File: config.mk
export PLATFORM = sky130hd
export DESIGN_NAME = mcpu_seq_ctrl_flat
export DESIGN_NICKNAME = d
export VERILOG_FILES = /design/src/rtl/mcpu_seq_ctrl_if.sv /design/src/rtl/mcpu_seq_ctrl.sv /design/src/flat_wrapper.sv
export SDC_FILE = /design/constraint.sdc
export NUM_CORES = 1
export LEC_CHECK = 0
export BUFFER_PORTS_ARGS = -buffer_cell sky130_fd_sc_hd__buf_2
export CAP_MARGIN = 0
export CORE_ASPECT_RATIO = 1.75
export CORE_UTILIZATION = 43
export CTS_BUF_LIST = sky130_fd_sc_hd__clkbuf_2 sky130_fd_sc_hd__clkbuf_4 sky130_fd_sc_hd__clkbuf_8
export DETAILED_ROUTE_END_ITERATION = 7
export GPL_TIMING_DRIVEN = 0
export PLACE_DENSITY = 0.71
export REMOVE_ABC_BUFFERS = 1
export SLEW_MARGIN = 20
export SYNTH_ARGS = -nofsm -noshare
export SYNTH_HDL_FRONTEND = slang
export SYNTH_SLANG_ARGS = --single-unit
export TNS_END_PERCENT = 1
File: constraint.sdc
create_clock -name clk -period 2.2 [get_ports clk]
set_input_delay 0.44 -clock clk [delete_from_list [all_inputs] [get_ports clk]]
set_output_delay 0.44 -clock clk [all_outputs]
set_load 0.01 [all_outputs]
File: src/rtl/mcpu_seq_ctrl_if.sv
// Signal bundle between the mcpu control sequencer (master) and the datapath/memory (slave).
// Carries opcode/flag inputs, the memory handshake, bus-driver and load strobes, and status.
interface mcpu_seq_ctrl_if #(
    parameter int unsigned RET_W = 32
);
    logic             run;
    logic [7:0]       opc;
    logic [1:0]       flg;
    logic             mem_rdy;
    logic             mem_req;
    logic             a2abus;
    logic             b2abus;
    logic             pc2abus;
    logic             a2dbus;
    logic             b2dbus;
    logic             pc2dbus;
    logic             ram2dbus;
    logic             dec2dbus;
    logic             loadreg;
    logic             loadflag;
    logic             dbus2pc;
    logic             dbus2ram;
    logic             dbus2opc;
    logic             dbus2opl;
    logic [1:0]       pcinc;
    logic [1:0]       wr;
    logic [2:0]       state;
    logic             err;
    logic [RET_W-1:0] retired;

    modport master (
        input  run, opc, flg, mem_rdy,
        output mem_req, a2abus, b2abus, pc2abus,
        output a2dbus, b2dbus, pc2dbus, ram2dbus, dec2dbus,
        output loadreg, loadflag, dbus2pc, dbus2ram, dbus2opc, dbus2opl,
        output pcinc, wr, state, err, retired
    );

    modport slave (
        output run, opc, flg, mem_rdy,
        input  mem_req, a2abus, b2abus, pc2abus,
        input  a2dbus, b2dbus, pc2dbus, ram2dbus, dec2dbus,
        input  loadreg, loadflag, dbus2pc, dbus2ram, dbus2opc, dbus2opl,
        input  pcinc, wr, state, err, retired
    );
endinterface

File: src/rtl/mcpu_seq_ctrl.sv
// Multicycle FETCH-OPERAND-EXECUTE control sequencer for the mcpu datapath, with memory
// wait states, a bounded-wait error trap, run-edge restart from HALT and a retire counter.
module mcpu_seq_ctrl #(
    parameter int unsigned WAIT_MAX = 15,
    parameter int unsigned WCNT_W   = 4,
    parameter int unsigned RET_W    = 32,
    parameter logic [4:0]  CMP_CODE = 5'h04
) (
    input  logic            clk,
    input  logic            rst,
    mcpu_seq_ctrl_if.master bus
);
    localparam logic [2:0] S_IDLE  = 3'd0;
    localparam logic [2:0] S_OPCFT = 3'd1;
    localparam logic [2:0] S_OPLFT = 3'd2;
    localparam logic [2:0] S_EXE   = 3'd3;
    localparam logic [2:0] S_HALT  = 3'd4;
    localparam logic [2:0] S_ERR   = 3'd5;

    localparam logic [WCNT_W-1:0] WAIT_LIM = WCNT_W'(WAIT_MAX);

    logic [2:0]       state_r;
    logic             err_r;
    logic [RET_W-1:0] retired_r;
    logic [WCNT_W-1:0] wcnt_r;
    logic             run_q_r;

    logic [2:0] nxt_s;
    logic       done_s;
    logic       mem_req_s;
    logic       a2abus_s, b2abus_s, pc2abus_s;
    logic       a2dbus_s, b2dbus_s, ram2dbus_s, dec2dbus_s;
    logic       loadreg_s, loadflag_s, dbus2pc_s, dbus2ram_s, dbus2opc_s, dbus2opl_s;
    logic [1:0] pcinc_s;
    logic [1:0] wr_s;
    logic       is_load_s;
    logic       is_store_s;
    logic       wait_s;
    logic       timeout_s;

    assign is_load_s  = (bus.opc == 8'h08);
    assign is_store_s = (bus.opc == 8'h0C) || (bus.opc == 8'h0D) || (bus.opc == 8'h0E);

    // Strobe decode and next-state selection from state, opcode, flags and mem_rdy
    always_comb begin
        nxt_s      = state_r;
        done_s     = 1'b0;
        mem_req_s  = 1'b0;
        a2abus_s   = 1'b0;
        b2abus_s   = 1'b0;
        pc2abus_s  = 1'b0;
        a2dbus_s   = 1'b0;
        b2dbus_s   = 1'b0;
        ram2dbus_s = 1'b0;
        dec2dbus_s = 1'b0;
        loadreg_s  = 1'b0;
        loadflag_s = 1'b0;
        dbus2pc_s  = 1'b0;
        dbus2ram_s = 1'b0;
        dbus2opc_s = 1'b0;
        dbus2opl_s = 1'b0;
        pcinc_s    = 2'd0;
        wr_s       = 2'd0;
        case (state_r)
            S_IDLE: begin
                if (bus.run) begin
                    nxt_s = S_OPCFT;
                end else begin
                    nxt_s = S_IDLE;
                end
            end
            S_OPCFT: begin
                mem_req_s  = 1'b1;
                pc2abus_s  = 1'b1;
                ram2dbus_s = 1'b1;
                if (bus.mem_rdy) begin
                    dbus2opc_s = 1'b1;
                    pcinc_s    = 2'd1;
                    nxt_s      = S_OPLFT;
                end else begin
                    nxt_s = S_OPCFT;
                end
            end
            S_OPLFT: begin
                mem_req_s  = 1'b1;
                pc2abus_s  = 1'b1;
                ram2dbus_s = 1'b1;
                if (bus.mem_rdy) begin
                    dbus2opl_s = 1'b1;
                    pcinc_s    = bus.opc[0] ? 2'd2 : (bus.opc[1] ? 2'd3 : 2'd1);
                    nxt_s      = S_EXE;
                end else begin
                    nxt_s = S_OPLFT;
                end
            end
            S_EXE: begin
                loadflag_s = 1'b1;
                if (bus.opc[7]) begin
                    // ALU op: compare updates flags only, bit 0 picks the immediate source
                    pcinc_s    = 2'd1;
                    loadreg_s  = (bus.opc[6:2] != CMP_CODE);
                    dec2dbus_s = bus.opc[0];
                    a2dbus_s   = ~bus.opc[0];
                    done_s     = 1'b1;
                end else begin
                    case (bus.opc)
                        8'h00: done_s = 1'b1;
                        8'h01: begin
                            dec2dbus_s = 1'b1;
                            dbus2pc_s  = 1'b1;
                            done_s     = 1'b1;
                        end
                        8'h03, 8'h05: begin
                            dec2dbus_s = (bus.opc == 8'h03) ? bus.flg[0] : ~bus.flg[0];
                            dbus2pc_s  = (bus.opc == 8'h03) ? bus.flg[0] : ~bus.flg[0];
                            done_s     = 1'b1;
                        end
                        8'h04: begin
                            a2dbus_s  = 1'b1;
                            loadreg_s = 1'b1;
                            pcinc_s   = 2'd1;
                            done_s    = 1'b1;
                        end
                        8'h06: begin
                            b2dbus_s  = 1'b1;
                            dbus2pc_s = 1'b1;
                            done_s    = 1'b1;
                        end
                        8'h08: begin
                            mem_req_s  = 1'b1;
                            a2abus_s   = 1'b1;
                            ram2dbus_s = 1'b1;
                            loadreg_s  = bus.mem_rdy;
                            pcinc_s    = bus.mem_rdy ? 2'd1 : 2'd0;
                            done_s     = bus.mem_rdy;
                        end
                        8'h0C, 8'h0D, 8'h0E: begin
                            mem_req_s  = 1'b1;
                            b2abus_s   = 1'b1;
                            a2dbus_s   = 1'b1;
                            dbus2ram_s = bus.mem_rdy;
                            pcinc_s    = bus.mem_rdy ? 2'd1 : 2'd0;
                            if (!bus.mem_rdy) begin
                                wr_s = 2'd0;
                            end else if (bus.opc == 8'h0C) begin
                                wr_s = 2'd3;
                            end else if (bus.opc == 8'h0D) begin
                                wr_s = 2'd2;
                            end else begin
                                wr_s = 2'd1;
                            end
                            done_s = bus.mem_rdy;
                        end
                        default: done_s = 1'b1;
                    endcase
                end
                if (done_s) begin
                    nxt_s = (bus.opc == 8'h00) ? S_HALT : S_OPCFT;
                end else begin
                    nxt_s = S_EXE;
                end
            end
            S_HALT: begin
                if (bus.run && !run_q_r) begin
                    nxt_s = S_OPCFT;
                end else begin
                    nxt_s = S_HALT;
                end
            end
            S_ERR:   nxt_s = S_ERR;
            default: nxt_s = S_IDLE;
        endcase
    end

    // A memory access that reaches the wait limit with mem_rdy still low traps to ERR
    assign wait_s    = mem_req_s & ~bus.mem_rdy;
    assign timeout_s = wait_s && (wcnt_r == WAIT_LIM);

    // State, wait counter, run history, sticky error and retired-instruction counter
    always_ff @(posedge clk) begin
        if (rst) begin
            state_r   <= S_IDLE;
            err_r     <= 1'b0;
            retired_r <= '0;
            wcnt_r    <= '0;
            run_q_r   <= 1'b0;
        end else begin
            state_r <= timeout_s ? S_ERR : nxt_s;
            err_r   <= err_r | timeout_s;
            run_q_r <= bus.run;
            wcnt_r  <= wait_s ? (wcnt_r + WCNT_W'(1)) : '0;
            if (done_s) begin
                retired_r <= retired_r + RET_W'(1);
            end else begin
                retired_r <= retired_r;
            end
        end
    end

    assign bus.mem_req  = mem_req_s;
    assign bus.a2abus   = a2abus_s;
    assign bus.b2abus   = b2abus_s;
    assign bus.pc2abus  = pc2abus_s;
    assign bus.a2dbus   = a2dbus_s;
    assign bus.b2dbus   = b2dbus_s;
    assign bus.pc2dbus  = 1'b0;
    assign bus.ram2dbus = ram2dbus_s;
    assign bus.dec2dbus = dec2dbus_s;
    assign bus.loadreg  = loadreg_s;
    assign bus.loadflag = loadflag_s;
    assign bus.dbus2pc  = dbus2pc_s;
    assign bus.dbus2ram = dbus2ram_s;
    assign bus.dbus2opc = dbus2opc_s;
    assign bus.dbus2opl = dbus2opl_s;
    assign bus.pcinc    = pcinc_s;
    assign bus.wr       = wr_s;
    assign bus.state    = state_r;
    assign bus.err      = err_r;
    assign bus.retired  = retired_r;
endmodule

File: src/flat_wrapper.sv
// flat-port wrapper written by rule: the top's interface ports become plain ports
module mcpu_seq_ctrl_flat 
#(
    parameter int unsigned WAIT_MAX = 15,
    parameter int unsigned WCNT_W   = 4,
    parameter int unsigned RET_W    = 32,
    parameter logic [4:0]  CMP_CODE = 5'h04
)
  (clk, rst, bus_run, bus_opc, bus_flg, bus_mem_rdy, bus_mem_req, bus_a2abus, bus_b2abus, bus_pc2abus, bus_a2dbus, bus_b2dbus, bus_pc2dbus, bus_ram2dbus, bus_dec2dbus, bus_loadreg, bus_loadflag, bus_dbus2pc, bus_dbus2ram, bus_dbus2opc, bus_dbus2opl, bus_pcinc, bus_wr, bus_state, bus_err, bus_retired);
  mcpu_seq_ctrl_if #(.RET_W(RET_W)) bus_i ();
  input  logic clk;
  input  logic rst;
  input wire logic [$bits(bus_i.run)-1:0] bus_run;
  input wire logic [$bits(bus_i.opc)-1:0] bus_opc;
  input wire logic [$bits(bus_i.flg)-1:0] bus_flg;
  input wire logic [$bits(bus_i.mem_rdy)-1:0] bus_mem_rdy;
  output wire logic [$bits(bus_i.mem_req)-1:0] bus_mem_req;
  output wire logic [$bits(bus_i.a2abus)-1:0] bus_a2abus;
  output wire logic [$bits(bus_i.b2abus)-1:0] bus_b2abus;
  output wire logic [$bits(bus_i.pc2abus)-1:0] bus_pc2abus;
  output wire logic [$bits(bus_i.a2dbus)-1:0] bus_a2dbus;
  output wire logic [$bits(bus_i.b2dbus)-1:0] bus_b2dbus;
  output wire logic [$bits(bus_i.pc2dbus)-1:0] bus_pc2dbus;
  output wire logic [$bits(bus_i.ram2dbus)-1:0] bus_ram2dbus;
  output wire logic [$bits(bus_i.dec2dbus)-1:0] bus_dec2dbus;
  output wire logic [$bits(bus_i.loadreg)-1:0] bus_loadreg;
  output wire logic [$bits(bus_i.loadflag)-1:0] bus_loadflag;
  output wire logic [$bits(bus_i.dbus2pc)-1:0] bus_dbus2pc;
  output wire logic [$bits(bus_i.dbus2ram)-1:0] bus_dbus2ram;
  output wire logic [$bits(bus_i.dbus2opc)-1:0] bus_dbus2opc;
  output wire logic [$bits(bus_i.dbus2opl)-1:0] bus_dbus2opl;
  output wire logic [$bits(bus_i.pcinc)-1:0] bus_pcinc;
  output wire logic [$bits(bus_i.wr)-1:0] bus_wr;
  output wire logic [$bits(bus_i.state)-1:0] bus_state;
  output wire logic [$bits(bus_i.err)-1:0] bus_err;
  output wire logic [$bits(bus_i.retired)-1:0] bus_retired;
  assign bus_i.run = bus_run;
  assign bus_i.opc = bus_opc;
  assign bus_i.flg = bus_flg;
  assign bus_i.mem_rdy = bus_mem_rdy;
  assign bus_mem_req = bus_i.mem_req;
  assign bus_a2abus = bus_i.a2abus;
  assign bus_b2abus = bus_i.b2abus;
  assign bus_pc2abus = bus_i.pc2abus;
  assign bus_a2dbus = bus_i.a2dbus;
  assign bus_b2dbus = bus_i.b2dbus;
  assign bus_pc2dbus = bus_i.pc2dbus;
  assign bus_ram2dbus = bus_i.ram2dbus;
  assign bus_dec2dbus = bus_i.dec2dbus;
  assign bus_loadreg = bus_i.loadreg;
  assign bus_loadflag = bus_i.loadflag;
  assign bus_dbus2pc = bus_i.dbus2pc;
  assign bus_dbus2ram = bus_i.dbus2ram;
  assign bus_dbus2opc = bus_i.dbus2opc;
  assign bus_dbus2opl = bus_i.dbus2opl;
  assign bus_pcinc = bus_i.pcinc;
  assign bus_wr = bus_i.wr;
  assign bus_state = bus_i.state;
  assign bus_err = bus_i.err;
  assign bus_retired = bus_i.retired;
  mcpu_seq_ctrl #(.WAIT_MAX(WAIT_MAX), .WCNT_W(WCNT_W), .RET_W(RET_W), .CMP_CODE(CMP_CODE)) u_core (.clk(clk), .rst(rst), .bus(bus_i));
endmodule
==> report_table.html, run 1 <==
<table>
<tr><th>Metric</th><th>Value</th></tr>
<tr><th colspan="2">Clock network</th></tr>
<tr><td>Hold bufs inserted after CTS</td><td>0</td></tr>
<tr><td>Clock Pin Slew Worst Setup and Hold Paths</td><td>around 0.070 ns</td></tr>
<tr><td>Clock sink total</td><td>41</td></tr>
<tr><td>Clock Tree Buf Depth</td><td>2</td></tr>
<tr><td>H-tree depth reported by CTS</td><td>2</td></tr>
<tr><td>Clock buffers created by TritonCTS</td><td>5</td></tr>
<tr><td>Clock insertion delay at the later pin of the skew report</td><td>0.29 ns</td></tr>
<tr><td>Clock tree from TritonCTS</td><td>built</td></tr>
<tr><td>Clock root buffer</td><td>clkbuf_8</td></tr>
<tr><th colspan="2">Pwr</th></tr>
<tr><td>Leakage power</td><td>about 1.2 nW</td></tr>
<tr><td>Cell Int Power</td><td>~1.2 mW</td></tr>
<tr><td>IR drop worst, VDD</td><td>slightly below 0.4 mV</td></tr>
<tr><td>Power spent charging and discharging nets</td><td>0.367 mW</td></tr>
<tr><td>Clock network power share</td><td>just over 40%</td></tr>
<tr><td>Sw Ratio</td><td>23.6%</td></tr>
<tr><td>Power per cell area</td><td>543 mW/mm^2</td></tr>
<tr><td>Portion of total power attributed to combinational logic</td><td>between 10% and 20%</td></tr>
<tr><td>Sequential fraction of design power</td><td>49.0%</td></tr>
<tr><td>Total power of the final layout</td><td>1.56 mW</td></tr>
<tr><th colspan="2">GRT</th></tr>
<tr><td>Global route total overflow</td><td>0</td></tr>
<tr><td>First-pass GRT wire length</td><td>9.78 mm</td></tr>
<tr><td>Antenna violations before repair</td><td>0</td></tr>
<tr><td>Total track usage</td><td>a little over a fifth</td></tr>
<tr><td>Largest net degree at the start of global routing</td><td>40</td></tr>
<tr><td>Number of global-route vias before repair</td><td>2170</td></tr>
<tr><th colspan="2">Die</th></tr>
<tr><td>I/O pin count</td><td>69</td></tr>
<tr><td>Number of rows created at floorplan</td><td>35</td></tr>
<tr><td>Initial cell density of the core</td><td>around 44%</td></tr>
<tr><td>Die area</td><td>0.00569 mm^2</td></tr>
<tr><td>Core area</td><td>around 0.0052 mm^2</td></tr>
<tr><td>Die extent in x</td><td>~57 um</td></tr>
<tr><td>Vertical die dimension</td><td>99.1 um</td></tr>
<tr><th colspan="2">Timing</th></tr>
<tr><td>Final Hold Fails</td><td>0</td></tr>
<tr><td>RSZ-0062 raised after global routing</td><td>yes</td></tr>
<tr><td>Max Freq</td><td>roughly 0.45 GHz</td></tr>
<tr><td>Number of pins with negative max-slew slack in the final report</td><td>0</td></tr>
<tr><td>Slew Limit Headroom</td><td>about 52%</td></tr>
<tr><td>Worst Skew</td><td>0.00942 ns</td></tr>
<tr><td>Transition time of the tightest slew-check pin</td><td>slightly above 0.7 ns</td></tr>
<tr><td>Worst path setup slack after routing</td><td>-0.0146 ns</td></tr>
<tr><td>TNS Setup</td><td>-0.0146 ns</td></tr>
<tr><td>Final-report setup violation count</td><td>1</td></tr>
<tr><td>Min Tclk post-route</td><td>~2.2 ns</td></tr>
<tr><td>Final Cycle Share</td><td>101%</td></tr>
<tr><th colspan="2">Layout</th></tr>
<tr><td>Post-layout net count</td><td>364</td></tr>
<tr><td>Area of the multi-input gates</td><td>approximately 0.0015 mm^2</td></tr>
<tr><td>Area Overhead vs Synth</td><td>23.9%</td></tr>
<tr><td>Count of fill cells added during filler insertion</td><td>just over 500</td></tr>
<tr><td>Fraction of final layout cells with drive strength greater than 1</td><td>between 20% and 30%</td></tr>
<tr><td>Seq. cell area</td><td>around 800 um^2</td></tr>
<tr><td>Antenna Cells</td><td>0</td></tr>
<tr><td>Final non-filler cell area</td><td>roughly 0.0029 mm^2</td></tr>
<tr><th colspan="2">Critical path</th></tr>
<tr><td>Delay contributed by the slowest stage of the critical path</td><td>between 0.5 and 0.6 ns</td></tr>
<tr><td>Endpoint kind of the worst setup timing path</td><td>primary output</td></tr>
<tr><td>Cell family contributing the most delay on the critical path</td><td>simple AND/OR/NAND/NOR gates</td></tr>
<tr><td>Critical Path, Cell by Cell</td><td>buf_2 &gt; or4_4 &gt; nor2_4 &gt; a31oi_4 &gt; o21ai_1 &gt; and3_1 &gt; buf_2</td></tr>
<tr><td>Number of buffers and inverters on the critical path</td><td>2</td></tr>
<tr><td>Kind of start point of the critical path</td><td>primary input</td></tr>
<tr><td>Data arrival at the endpoint of the critical path</td><td>1.77 ns</td></tr>
<tr><td>Worst r2r src</td><td>u_core.bus.state[2]$_SDFF_PP0_</td></tr>
<tr><td>Data required time at the worst endpoint</td><td>1.76 ns</td></tr>
<tr><td>Worst path most repeated cell</td><td>buf_2</td></tr>
<tr><td>Maximum net fanout on the critical path</td><td>3</td></tr>
<tr><td>Slowest stage cell, crit path</td><td>or4_4</td></tr>
<tr><td>Worst setup path class</td><td>primary input to primary output</td></tr>
<tr><td>Worst setup startpoint</td><td>bus_opc[6]</td></tr>
<tr><th colspan="2">Logic synthesis</th></tr>
<tr><td>Cells after Synth</td><td>287</td></tr>
<tr><td>Ys async rst share</td><td>0%</td></tr>
<tr><td>Flip-flop and latch count after synthesis</td><td>41</td></tr>
<tr><td>Number of warnings printed during yosys synthesis</td><td>0</td></tr>
<tr><td>Post-synthesis sequential area ratio</td><td>between 30% and 40%</td></tr>
<tr><td>Number of different library cells in the post-synthesis netlist</td><td>50</td></tr>
<tr><td>Syn Std Cell Area</td><td>0.00232 mm^2</td></tr>
<tr><td>Most used flip-flop cell after synthesis</td><td>dfxtp_1</td></tr>
<tr><td>Syn avg cell area</td><td>~8 um^2</td></tr>
<tr><td>Number of enable flip-flop cells after synthesis</td><td>0</td></tr>
<tr><th colspan="2">Worst hold path</th></tr>
<tr><td>Hold path startpoint</td><td>bus_run</td></tr>
<tr><td>Worst min-delay path class</td><td>primary input to flip-flop</td></tr>
<tr><th colspan="2">Routing</th></tr>
<tr><td>Starting DRC count in detailed routing</td><td>115</td></tr>
<tr><td>Antenna-violating nets left</td><td>0</td></tr>
<tr><td>DRC Markers</td><td>5</td></tr>
<tr><td>First-pass iteration count of the detailed router</td><td>6</td></tr>
<tr><td>Wire length reported by the detailed router</td><td>~6.0 mm</td></tr>
<tr><td>Total via count after detailed routing</td><td>about 2400</td></tr>
<tr><td>Vias per inst</td><td>roughly 5.9</td></tr>
<tr><td>Routed wire length per instance</td><td>around 15 um</td></tr>
<tr><th colspan="2">Placed design</th></tr>
<tr><td>Sum of net half-perimeters after detailed placement</td><td>4.16 mm</td></tr>
<tr><td>Quantity of I/O buffers inserted on ports</td><td>66</td></tr>
<tr><td>Post-placement cell area</td><td>~0.0026 mm^2</td></tr>
<tr><td>Routability congestion estimate from global placement</td><td>0.816</td></tr>
<tr><td>Pre-CTS worst setup slack</td><td>-0.635 ns</td></tr>
<tr><th colspan="2">Job</th></tr>
<tr><td>Max Cap Violations</td><td>0</td></tr>
<tr><th colspan="2">Run status</th></tr>
<tr><td>Violations in the final reports</td><td>DRC, setup timing</td></tr>
<tr><td>Run status</td><td>complete, but fails checks</td></tr>
</table>
[timing repair]
action                                  4_1_cts  5_1_grt
setup buffers                                 3        0
pin swaps                                     2        2
resized for setup                             9        9
cloned                                        1        0
endpoints found under the setup margin       21       11
[synthesized netlist by cell type, types with 2 or more instances]
cell type  instances  area share (%)
dfxtp_1           41              35
nor2_1            38             6.2
a21oi_1           21             4.5
o21ai_0           16             3.5
nand2_1           15             2.4
xor2_1            14             5.3
and3_1            11             3.0
or3_1             11             3.0
inv_1             10             1.6
nand3_1            9             1.9
o2111ai_1          9             3.4
clkbuf_1           7             1.1
nand4_1            7             1.9
nor3_1             7             1.5
o211ai_1           7             2.3
o31ai_1            6             1.9
or4_1              5             1.6
and4_1             4             1.5
nand2b_1           4             1.1
buf_2              3            0.65
mux2i_1            3             1.3
xnor2_1            3             1.1
and2_1             2            0.54
buf_1              2            0.32
buf_4              2            0.65
buf_6              2            0.97
ha_1               2             1.1
inv_2              2            0.32
nor2b_1            2            0.54
o2111ai_2          2             1.3
[worst paths after layout]
check | to | slack, ns | cells after the start
max | bus_a2dbus | -0.01 | 7
min | u_core.run_q_r$_SDFF_PP0_ | 0.42 | 3
max reg2reg | u_core.bus.retired[23]$_SDFFE_PP0P_ | 0.21 | 6
min reg2reg | u_core.wcnt_r[0]$_SDFF_PP0_ | 0.45 | 1
[metrics by stage]
stage	hold WS (ns)	std cells	utilization, %
final	0.419	404	55.1
after global routing	0.418	404	55.1
after CTS	0.415	404	54.3
after detailed placement	0.440	392	50.4
after global placement	0.428	392	50.4
after floorplan	0.418	271	-
[registers in the layout, summed over array words and instances, names as in the netlist]
name and cells:
u_core.bus.retired 32, u_core.run_q_r 1, u_core.bus.state 3, u_core.bus.err 1, u_core.wcnt_r 4
[cells in the final DEF, fill, tap and decap left out, types with 2 or more instances in the layout]
cell type | Yosys | routed
xnor2_1 | 3 | 3
or4_1 | 5 | 4
nand3_1 | 9 | 9
or3_1 | 11 | 11
a21oi_1 | 21 | 21
nand2b_1 | 4 | 4
o2111ai_4 | 0 | 2
nor2_1 | 38 | 36
or4_4 | 1 | 2
o21ai_1 | 1 | 2
buf_4 | 2 | 3
o211ai_1 | 7 | 7
dfxtp_1 | 41 | 39
o2111ai_1 | 9 | 8
nor3_1 | 7 | 6
mux2i_1 | 3 | 3
nand2_1 | 15 | 15
and2_1 | 2 | 2
o31ai_1 | 6 | 6
nand4_1 | 7 | 7
ha_1 | 2 | 2
inv_1 | 10 | 10
o2111ai_2 | 2 | 2
o21ai_0 | 16 | 15
clkbuf_8 | 0 | 6
and3_1 | 11 | 10
xor2_1 | 14 | 14
and4_1 | 4 | 4
buf_2 | 3 | 66
dfxtp_2 | 0 | 2
[cells by family after synthesis]
family	share of synthesized area [%]
xor+xnor	6.43
flops	35.4
buf+inv	5.67
other cells	0.162
mux	1.30
fa+ha+maj	1.08
simple gates	29.0
compound gates	21.0
[per-layer routing]
metal  global-route usage (%)  share of wire (%)  up-vias  wire length [um]
li1                         -                  -     1173                 -
met1                     22.4                 38     1129              2270
met2                     41.5                 56       62              3360
met3                     4.46                4.3        8               254
met4                     7.50                1.2        0                69
met5                        0                  0        -                 0
[layout make-up]
class	instances	area share, %
clock buffers	7	3.14
well taps	55	2.40
repair buffers	69	12.3
clock inverters	1	1.05
inverters	12	1.66
flip-flops and latches	41	28.7
multi-input cells	219	50.8
[power groups by stage]
stage          Clock (mW)  Sequential, mW  Combinational [mW]
6_report            0.632           0.764               0.162
5_1_grt             0.677           0.765               0.177
4_1_cts             0.642           0.762               0.157
3_5_place_dp            0           0.778               0.148
3_3_place_gp            0           0.778               0.146
2_1_floorplan           0           0.778              0.0738
[worst register-to-register path, stage by stage, from the launching register on]
cell and delay (ns):
dfxtp_1 0.39, nand3b_4 0.25, inv_4 0.15, and3_4 0.28, o211ai_1 0.19, or4b_1 0.54
a21oi_1 0.14
Note: power is estimated with default switching activity, not from simulation.
==> inputs of run 2 (changes only) <==
--- a/constraint.sdc
+++ b/constraint.sdc
@@ -3,2 +3,2 @@
 set_output_delay 0.44 -clock clk [all_outputs]
-set_load 0.01 [all_outputs]
+set_load 0.005 [all_outputs]
==> report_table.html, run 2 (synthesis results as in run 1) <==
<table>
<tr><th>Metric</th><th>Value</th></tr>
<tr><th colspan="2">GRT</th></tr>
<tr><td>First-pass GRT wire length</td><td>9.78 mm (unchanged)</td></tr>
<tr><td>Largest net degree at the start of global routing</td><td>40 (unchanged)</td></tr>
<tr><td>Antenna violations before repair</td><td>0 (unchanged)</td></tr>
<tr><td>Global route total overflow</td><td>0 (unchanged)</td></tr>
<tr><td>Number of global-route vias before repair</td><td>2170 (unchanged)</td></tr>
<tr><td>Total track usage</td><td>21.7% (unchanged)</td></tr>
<tr><th colspan="2">Run status</th></tr>
<tr><td>Violations in the final reports</td><td>DRC, setup timing</td></tr>
<tr><td>Run status</td><td>complete, but fails checks</td></tr>
<tr><th colspan="2">Timing</th></tr>
<tr><td>Final-report setup violation count</td><td>1 (unchanged)</td></tr>
<tr><td>Transition time of the tightest slew-check pin</td><td>0.729 ns (+0.00832 ns)</td></tr>
<tr><td>Min Tclk post-route</td><td>2.20 ns (-0.0142 ns)</td></tr>
<tr><td>Final Hold Fails</td><td>0 (unchanged)</td></tr>
<tr><td>Slew Limit Headroom</td><td>51.4% (-0.55 points)</td></tr>
<tr><td>Worst path setup slack after routing</td><td>-0.000397 ns (+0.0142 ns)</td></tr>
<tr><td>Tightest hold margin</td><td>0.421 ns (+0.00236 ns)</td></tr>
<tr><td>Number of pins with negative max-slew slack in the final report</td><td>0 (unchanged)</td></tr>
<tr><td>TNS Setup</td><td>-0.000397 ns (+0.0142 ns)</td></tr>
<tr><td>Max Freq</td><td>0.454 GHz (+0.64%)</td></tr>
<tr><td>RSZ-0062 raised after global routing</td><td>yes</td></tr>
<tr><td>Worst Skew</td><td>0.00823 ns (-0.00120 ns)</td></tr>
<tr><td>Final Cycle Share</td><td>100% (-0.64 points)</td></tr>
<tr><th colspan="2">Clock network</th></tr>
<tr><td>Clock sink total</td><td>41 (unchanged)</td></tr>
<tr><td>Clock insertion delay at the later pin of the skew report</td><td>0.29 ns (about the same)</td></tr>
<tr><td>Clock Tree Buf Depth</td><td>2 (unchanged)</td></tr>
<tr><td>Clock Pin Slew Worst Setup and Hold Paths</td><td>0.07 ns (about the same)</td></tr>
<tr><td>H-tree depth reported by CTS</td><td>2 (unchanged)</td></tr>
<tr><td>Clock buffers created by TritonCTS</td><td>5 (unchanged)</td></tr>
<tr><td>Clock root buffer</td><td>clkbuf_8</td></tr>
<tr><td>Clock tree from TritonCTS</td><td>built</td></tr>
<tr><th colspan="2">Die</th></tr>
<tr><td>Die extent in x</td><td>57.5 um (unchanged)</td></tr>
<tr><td>Initial cell density of the core</td><td>44.4% (unchanged)</td></tr>
<tr><td>I/O pin count</td><td>69 (unchanged)</td></tr>
<tr><td>Die area</td><td>0.00569 mm^2 (unchanged)</td></tr>
<tr><td>Core area</td><td>0.00521 mm^2 (unchanged)</td></tr>
<tr><td>Vertical die dimension</td><td>99.1 um (unchanged)</td></tr>
<tr><td>Number of rows created at floorplan</td><td>35 (unchanged)</td></tr>
<tr><th colspan="2">Layout</th></tr>
<tr><td>Commonest non-fill, non-tap cells in the layout</td><td>buf_2, dfxtp_1, nor2_1</td></tr>
<tr><td>Count of fill cells added during filler insertion</td><td>505 (+0.40%)</td></tr>
<tr><td>Most common cell after layout, fill and taps aside</td><td>buf_2</td></tr>
<tr><td>Seq. cell area</td><td>825 um^2 (+0.15%)</td></tr>
<tr><td>Area of the multi-input gates</td><td>0.00143 mm^2 (-1.7%)</td></tr>
<tr><td>Post-layout net count</td><td>364 (unchanged)</td></tr>
<tr><td>Area Overhead vs Synth</td><td>22.9%</td></tr>
<tr><td>Filler-free cell count of the finished design</td><td>404 (unchanged)</td></tr>
<tr><td>Final non-filler cell area</td><td>0.00285 mm^2 (-0.83%)</td></tr>
<tr><td>Fraction of final layout cells with drive strength greater than 1</td><td>29.2% (unchanged)</td></tr>
<tr><td>Antenna Cells</td><td>0 (unchanged)</td></tr>
<tr><td>Largest register FFs</td><td>32 (unchanged)</td></tr>
<tr><th colspan="2">Placed design</th></tr>
<tr><td>Sum of net half-perimeters after detailed placement</td><td>4.16 mm (unchanged)</td></tr>
<tr><td>Cell count after placement</td><td>392 (unchanged)</td></tr>
<tr><td>Routability congestion estimate from global placement</td><td>0.816 (unchanged)</td></tr>
<tr><td>Quantity of I/O buffers inserted on ports</td><td>66 (unchanged)</td></tr>
<tr><td>Post-placement cell area</td><td>0.00263 mm^2 (unchanged)</td></tr>
<tr><th colspan="2">Critical path</th></tr>
<tr><td>Depth of the worst register-to-register path</td><td>6 (unchanged)</td></tr>
<tr><td>Data arrival at the endpoint of the critical path</td><td>1.76 ns (about the same)</td></tr>
<tr><td>Worst setup path class</td><td>primary input to primary output</td></tr>
<tr><td>Worst r2r src</td><td>u_core.bus.state[2]$_SDFF_PP0_</td></tr>
<tr><td>FF-to-FF End</td><td>u_core.bus.retired[23]$_SDFFE_PP0P_</td></tr>
<tr><td>Endpoint kind of the worst setup timing path</td><td>primary output</td></tr>
<tr><td>Maximum net fanout on the critical path</td><td>3 (unchanged)</td></tr>
<tr><td>Worst reg-to-reg setup slack</td><td>0.13 ns (-0.08 ns)</td></tr>
<tr><td>Kind of start point of the critical path</td><td>primary input</td></tr>
<tr><td>Data required time at the worst endpoint</td><td>1.76 ns (about the same)</td></tr>
<tr><th colspan="2">Routing</th></tr>
<tr><td>Antenna-violating nets left</td><td>0 (unchanged)</td></tr>
<tr><td>Routed wire length per instance</td><td>14.6 um (-0.75%)</td></tr>
<tr><td>Wire length reported by the detailed router</td><td>5.92 mm (-0.75%)</td></tr>
<tr><td>Starting DRC count in detailed routing</td><td>123 (+7.0%)</td></tr>
<tr><td>DRC Markers</td><td>6 (+1)</td></tr>
<tr><td>Total via count after detailed routing</td><td>2356 (-0.67%)</td></tr>
<tr><td>Vias per inst</td><td>5.83 (-0.67%)</td></tr>
<tr><td>First-pass iteration count of the detailed router</td><td>6 (unchanged)</td></tr>
<tr><th colspan="2">Pwr</th></tr>
<tr><td>Sequential fraction of design power</td><td>49.4% (+0.4 points)</td></tr>
<tr><td>Leakage power</td><td>1.18 nW (-2.1%)</td></tr>
<tr><td>Total power of the final layout</td><td>1.54 mW (-1.0%)</td></tr>
<tr><td>Cell Int Power</td><td>1.19 mW (-0.14%)</td></tr>
<tr><td>IR drop worst, VDD</td><td>0.372 mV (-6.4%)</td></tr>
<tr><td>Clock network power share</td><td>40.9% (+0.3 points)</td></tr>
<tr><td>Power per cell area</td><td>542 mW/mm^2 (-0.20%)</td></tr>
<tr><td>Power spent charging and discharging nets</td><td>0.353 mW (-3.9%)</td></tr>
<tr><td>Portion of total power attributed to combinational logic</td><td>9.7% (-0.7 points)</td></tr>
<tr><td>Sw Ratio</td><td>22.9% (-0.69 points)</td></tr>
<tr><th colspan="2">Worst hold path</th></tr>
<tr><td>Cell count of the worst hold path</td><td>3 (unchanged)</td></tr>
<tr><td>Worst min-delay path class</td><td>primary input to flip-flop</td></tr>
<tr><td>Hold path startpoint</td><td>bus_run</td></tr>
<tr><td>Min-Delay Endpoint</td><td>u_core.run_q_r$_SDFF_PP0_</td></tr>
<tr><th colspan="2">Job</th></tr>
<tr><td>Max Cap Violations</td><td>0 (unchanged)</td></tr>
</table>
## run 2: final cells by class
type	instances	share of cell area (%)
clock buffer	7	3.16
sequential	41	29.0
timing repair buffer	69	12.4
multi-input combinational	219	50.3
tap	55	2.42
inverter	12	1.67
clock inverter	1	1.05
## run 2: routing by layer
| metal | GRT usage (%) | wire length, um | vias up |
|---|---|---|---|
| li1 | - | - | 1176 |
| met1 | 22.4 | 2260 | 1123 |
| met2 | 41.5 | 3360 | 52 |
| met3 | 4.46 | 231 | 5 |
| met4 | 7.50 | 59 | 0 |
| met5 | 0 | 0 | - |
## run 2: metrics by stage
stage,setup WS (ns),utilization (%)
detailed placement,-0.635,50.4
finish,-0.000397,54.6
global route,-0.0658,54.6
CTS,-0.0457,54.1
floorplan,0.0330,-
global placement,-0.591,50.4
## run 2: repair_timing
item	4_1_cts	5_1_grt
setup buffers	3	0
cloned	1	0
hold buffers	0	0
endpoints found under the setup margin	19	14
resized for setup	6	8
pin swaps	2	0
## run 2: worst max path at each step
stage | endpoint | cells after the start | slack, ns | start
2_1_floorplan | u_core.bus.retired[31]$_SDFFE_PP0P_ | 5 | 0.03 | bus_opc[2]
3_3_place_gp | u_core.bus.retired[31]$_SDFFE_PP0P_ | 6 | -0.59 | bus_opc[2]
3_5_place_dp | u_core.bus.retired[31]$_SDFFE_PP0P_ | 6 | -0.63 | bus_opc[2]
4_1_cts | bus_a2dbus | 7 | -0.05 | bus_opc[4]
5_1_grt | bus_a2dbus | 7 | -0.07 | bus_opc[4]
6_report | bus_a2dbus | 7 | -0.0004 | bus_opc[4]
## run 2: power groups by stage
stage	logic [mW]	clock network (mW)	registers, mW
floorplan	0.0668	0	0.776
global placement	0.137	0	0.778
detailed placement	0.139	0	0.778
CTS	0.147	0.642	0.762
global route	0.165	0.677	0.763
finish	0.150	0.630	0.762
## run 2: worst max-delay path, stage by stage
cell and delay, ns:
buf_2 0.13, or4_4 0.55, nor2_2 0.14, a31oi_2 0.14
o21ai_0 0.09, and3_1 0.16, buf_2 0.11
==> inputs of run 3 (changes only) <==
Settings changed: CORE_UTILIZATION 43 to 48, PLACE_DENSITY 0.71 to 0.78.
==> report_table.html, run 3 (synthesis results as in run 1) <==
<table>
<tr><th>Metric</th><th>Value</th></tr>
<tr><th colspan="2">Layout</th></tr>
<tr><td>Commonest non-fill, non-tap cells in the layout</td><td>buf_2, dfxtp_1, nor2_1</td></tr>
<tr><td>Fraction of final layout cells with drive strength greater than 1</td><td>29.1% (-0.084 points)</td></tr>
<tr><td>Area Overhead vs Synth</td><td>23.9%</td></tr>
<tr><td>Antenna Cells</td><td>0 (unchanged)</td></tr>
<tr><td>Final non-filler cell area</td><td>0.00287 mm^2 (+0.79%)</td></tr>
<tr><td>Filler-free cell count of the finished design</td><td>402 (-0.50%)</td></tr>
<tr><td>Post-layout net count</td><td>365 (+0.27%)</td></tr>
<tr><td>Most common cell after layout, fill and taps aside</td><td>buf_2</td></tr>
<tr><td>Largest register FFs</td><td>32 (unchanged)</td></tr>
<tr><th colspan="2">Clock network</th></tr>
<tr><td>Clock root buffer</td><td>clkbuf_8</td></tr>
<tr><td>Clock insertion delay at the later pin of the skew report</td><td>0.29 ns (about the same)</td></tr>
<tr><td>Clock sink total</td><td>41 (unchanged)</td></tr>
<tr><td>Hold bufs inserted after CTS</td><td>0 (unchanged)</td></tr>
<tr><td>Clock tree from TritonCTS</td><td>built</td></tr>
<tr><td>Clock Tree Buf Depth</td><td>2 (unchanged)</td></tr>
<tr><td>H-tree depth reported by CTS</td><td>2 (unchanged)</td></tr>
<tr><td>Clock Pin Slew Worst Setup and Hold Paths</td><td>0.08 ns (about the same)</td></tr>
<tr><td>Clock buffers created by TritonCTS</td><td>5 (unchanged)</td></tr>
<tr><th colspan="2">Timing</th></tr>
<tr><td>Worst Skew</td><td>0.00505 ns (-0.00317 ns)</td></tr>
<tr><td>Min Tclk post-route</td><td>2.20 ns (-0.00248 ns)</td></tr>
<tr><td>Number of pins with negative max-slew slack in the final report</td><td>0 (unchanged)</td></tr>
<tr><td>Tightest hold margin</td><td>0.411 ns (-0.0101 ns)</td></tr>
<tr><td>Final-report setup violation count</td><td>0 (-1)</td></tr>
<tr><td>Final Hold Fails</td><td>0 (unchanged)</td></tr>
<tr><td>Worst path setup slack after routing</td><td>0.00209 ns (+0.00248 ns)</td></tr>
<tr><td>Max Freq</td><td>0.455 GHz (+0.11%)</td></tr>
<tr><td>Final Cycle Share</td><td>99.9% (-0.11 points)</td></tr>
<tr><td>RSZ-0062 raised after global routing</td><td>yes</td></tr>
<tr><td>Slew Limit Headroom</td><td>51.2% (-0.13 points)</td></tr>
<tr><td>Transition time of the tightest slew-check pin</td><td>0.731 ns (+0.00200 ns)</td></tr>
<tr><th colspan="2">Placed design</th></tr>
<tr><td>Sum of net half-perimeters after detailed placement</td><td>4.14 mm (-0.51%)</td></tr>
<tr><td>Post-placement cell area</td><td>0.00263 mm^2 (-0.14%)</td></tr>
<tr><td>Pre-CTS worst setup slack</td><td>-0.562 ns (+0.0734 ns)</td></tr>
<tr><td>Quantity of I/O buffers inserted on ports</td><td>66 (unchanged)</td></tr>
<tr><td>Routability congestion estimate from global placement</td><td>0.791 (-3.1%)</td></tr>
<tr><td>Cell count after placement</td><td>389 (-0.77%)</td></tr>
<tr><th colspan="2">Critical path</th></tr>
<tr><td>Worst setup path class</td><td>primary input to primary output</td></tr>
<tr><td>Delay contributed by the slowest stage of the critical path</td><td>0.57 ns (+0.02 ns)</td></tr>
<tr><td>Endpoint kind of the worst setup timing path</td><td>primary output</td></tr>
<tr><td>Data required time at the worst endpoint</td><td>1.76 ns (about the same)</td></tr>
<tr><td>Critical Path, Cell by Cell</td><td>buf_2 &gt; or4_4 &gt; nor2_4 &gt; a31oi_4 &gt; o21ai_1 &gt; and3_1 &gt; buf_2</td></tr>
<tr><td>Maximum net fanout on the critical path</td><td>3 (unchanged)</td></tr>
<tr><td>FF-to-FF End</td><td>u_core.bus.retired[28]$_SDFFE_PP0P_</td></tr>
<tr><td>Slowest stage cell, crit path</td><td>or4_4</td></tr>
<tr><td>Data arrival at the endpoint of the critical path</td><td>1.76 ns (about the same)</td></tr>
<tr><td>Worst r2r src</td><td>u_core.bus.retired[7]$_SDFFE_PP0P_</td></tr>
<tr><td>Depth of the worst register-to-register path</td><td>5 (-1)</td></tr>
<tr><td>Kind of start point of the critical path</td><td>primary input</td></tr>
<tr><td>Worst reg-to-reg setup slack</td><td>0.14 ns (about the same)</td></tr>
<tr><td>Worst path most repeated cell</td><td>buf_2</td></tr>
<tr><th colspan="2">Pwr</th></tr>
<tr><td>Power per cell area</td><td>544 mW/mm^2 (+0.49%)</td></tr>
<tr><td>Leakage power</td><td>1.21 nW (+2.5%)</td></tr>
<tr><td>IR drop worst, VDD</td><td>0.449 mV (+21%)</td></tr>
<tr><th colspan="2">Job</th></tr>
<tr><td>Max Cap Violations</td><td>0 (unchanged)</td></tr>
<tr><th colspan="2">Die</th></tr>
<tr><td>Die area</td><td>0.00512 mm^2 (-10%)</td></tr>
<tr><td>Die extent in x</td><td>54.5 um (-5.2%)</td></tr>
<tr><td>Vertical die dimension</td><td>93.9 um (-5.2%)</td></tr>
<tr><td>I/O pin count</td><td>69 (unchanged)</td></tr>
<tr><td>Core area</td><td>0.00467 mm^2 (-10%)</td></tr>
<tr><td>Initial cell density of the core</td><td>49.6% (+5.2 points)</td></tr>
<tr><td>Number of rows created at floorplan</td><td>33 (-5.7%)</td></tr>
<tr><th colspan="2">Routing</th></tr>
<tr><td>Starting DRC count in detailed routing</td><td>60 (-51%)</td></tr>
<tr><td>Wire length reported by the detailed router</td><td>5.99 mm (+1.3%)</td></tr>
<tr><td>Antenna-violating nets left</td><td>0 (unchanged)</td></tr>
<tr><td>Routed wire length per instance</td><td>14.9 um (+1.8%)</td></tr>
<tr><td>Vias per inst</td><td>5.98 (+2.5%)</td></tr>
<tr><td>Total via count after detailed routing</td><td>2403 (+2.0%)</td></tr>
<tr><td>DRC Markers</td><td>0 (-6)</td></tr>
<tr><td>First-pass iteration count of the detailed router</td><td>4 (-2)</td></tr>
<tr><th colspan="2">GRT</th></tr>
<tr><td>Largest net degree at the start of global routing</td><td>40 (unchanged)</td></tr>
<tr><td>Global route total overflow</td><td>0 (unchanged)</td></tr>
<tr><td>Antenna violations before repair</td><td>0 (unchanged)</td></tr>
<tr><td>First-pass GRT wire length</td><td>9.57 mm (-2.1%)</td></tr>
<tr><td>Total track usage</td><td>25.0% (+3.3 points)</td></tr>
<tr><td>Number of global-route vias before repair</td><td>2225 (+2.5%)</td></tr>
<tr><th colspan="2">Worst hold path</th></tr>
<tr><td>Cell count of the worst hold path</td><td>3 (unchanged)</td></tr>
<tr><td>Hold path startpoint</td><td>bus_run</td></tr>
<tr><td>Min-Delay Endpoint</td><td>u_core.run_q_r$_SDFF_PP0_</td></tr>
<tr><td>Worst min-delay path class</td><td>primary input to flip-flop</td></tr>
<tr><th colspan="2">Run status</th></tr>
<tr><td>Run status</td><td>completed</td></tr>
</table>
run 3: through the flow:
step                      TNS (ns)  util (%)  total power, mW
after CTS                  -0.0303      60.8             1.56
after detailed placement     -9.62      56.3            0.917
final                            0      61.5             1.56
after global routing        -0.222      61.5             1.61
after global placement       -9.49      56.3            0.915
after floorplan                  0         -            0.843
run 3: worst max path at each step:
stage | cells past startpoint | slack, ns | endpoint | start
2_1_floorplan | 5 | 0.03 | u_core.bus.retired[31]$_SDFFE_PP0P_ | bus_opc[2]
3_3_place_gp | 6 | -0.54 | u_core.bus.retired[31]$_SDFFE_PP0P_ | bus_opc[2]
3_5_place_dp | 6 | -0.56 | u_core.bus.retired[31]$_SDFFE_PP0P_ | bus_opc[2]
4_1_cts | 7 | -0.02 | bus_a2dbus | bus_opc[4]
5_1_grt | 7 | -0.08 | bus_a2dbus | bus_opc[6]
6_report | 7 | 0.002 | bus_a2dbus | bus_opc[6]
run 3: metal layers:
layer / part of all wire (%) / global-route usage [%] / up-vias / wire (um)
li1: - / - / 1180 / -
met1: 38 / 25.2 / 1150 / 2300
met2: 56 / 46.7 / 66 / 3370
met3: 4.1 / 4.37 / 7 / 244
met4: 1.3 / 10.3 / 0 / 80
met5: 0 / 0 / - / 0
run 3: worst max-delay path: cells and delay by family:
kind                   cells  cell delay (ns)
AND/OR/NAND/NOR            3             0.87
buffers and inverters      2             0.24
AO/OA/AOI/OAI              2             0.21
run 3: power breakdown:
| group | total, mW | internal [mW] | switching (mW) |
|---|---|---|---|
| combinational | 0.155 | 0.0586 | 0.0968 |
| sequential | 0.764 | 0.750 | 0.0141 |
| clock | 0.643 | 0.382 | 0.260 |
run 3: timing repair:
action / 4_1_cts / 5_1_grt
resized for setup: 10 / 7
pin swaps: 2 / 1
endpoints found under the setup margin: 16 / 14
setup buffers: 4 / 0
gates cloned: 1 / 0
endpoints found under the hold margin: 0 / 0
run 3: layout make-up:
type                            count  area [um^2]
Sequential cell                    41          823
Timing Repair Buffer               70          360
Multi-Input combinational cell    219         1450
Tap cell                           52         65.1
Clock buffer                        7         90.1
Fill cell                         425         1800
Clock inverter                      1         30.0
Inverter                           12         47.5
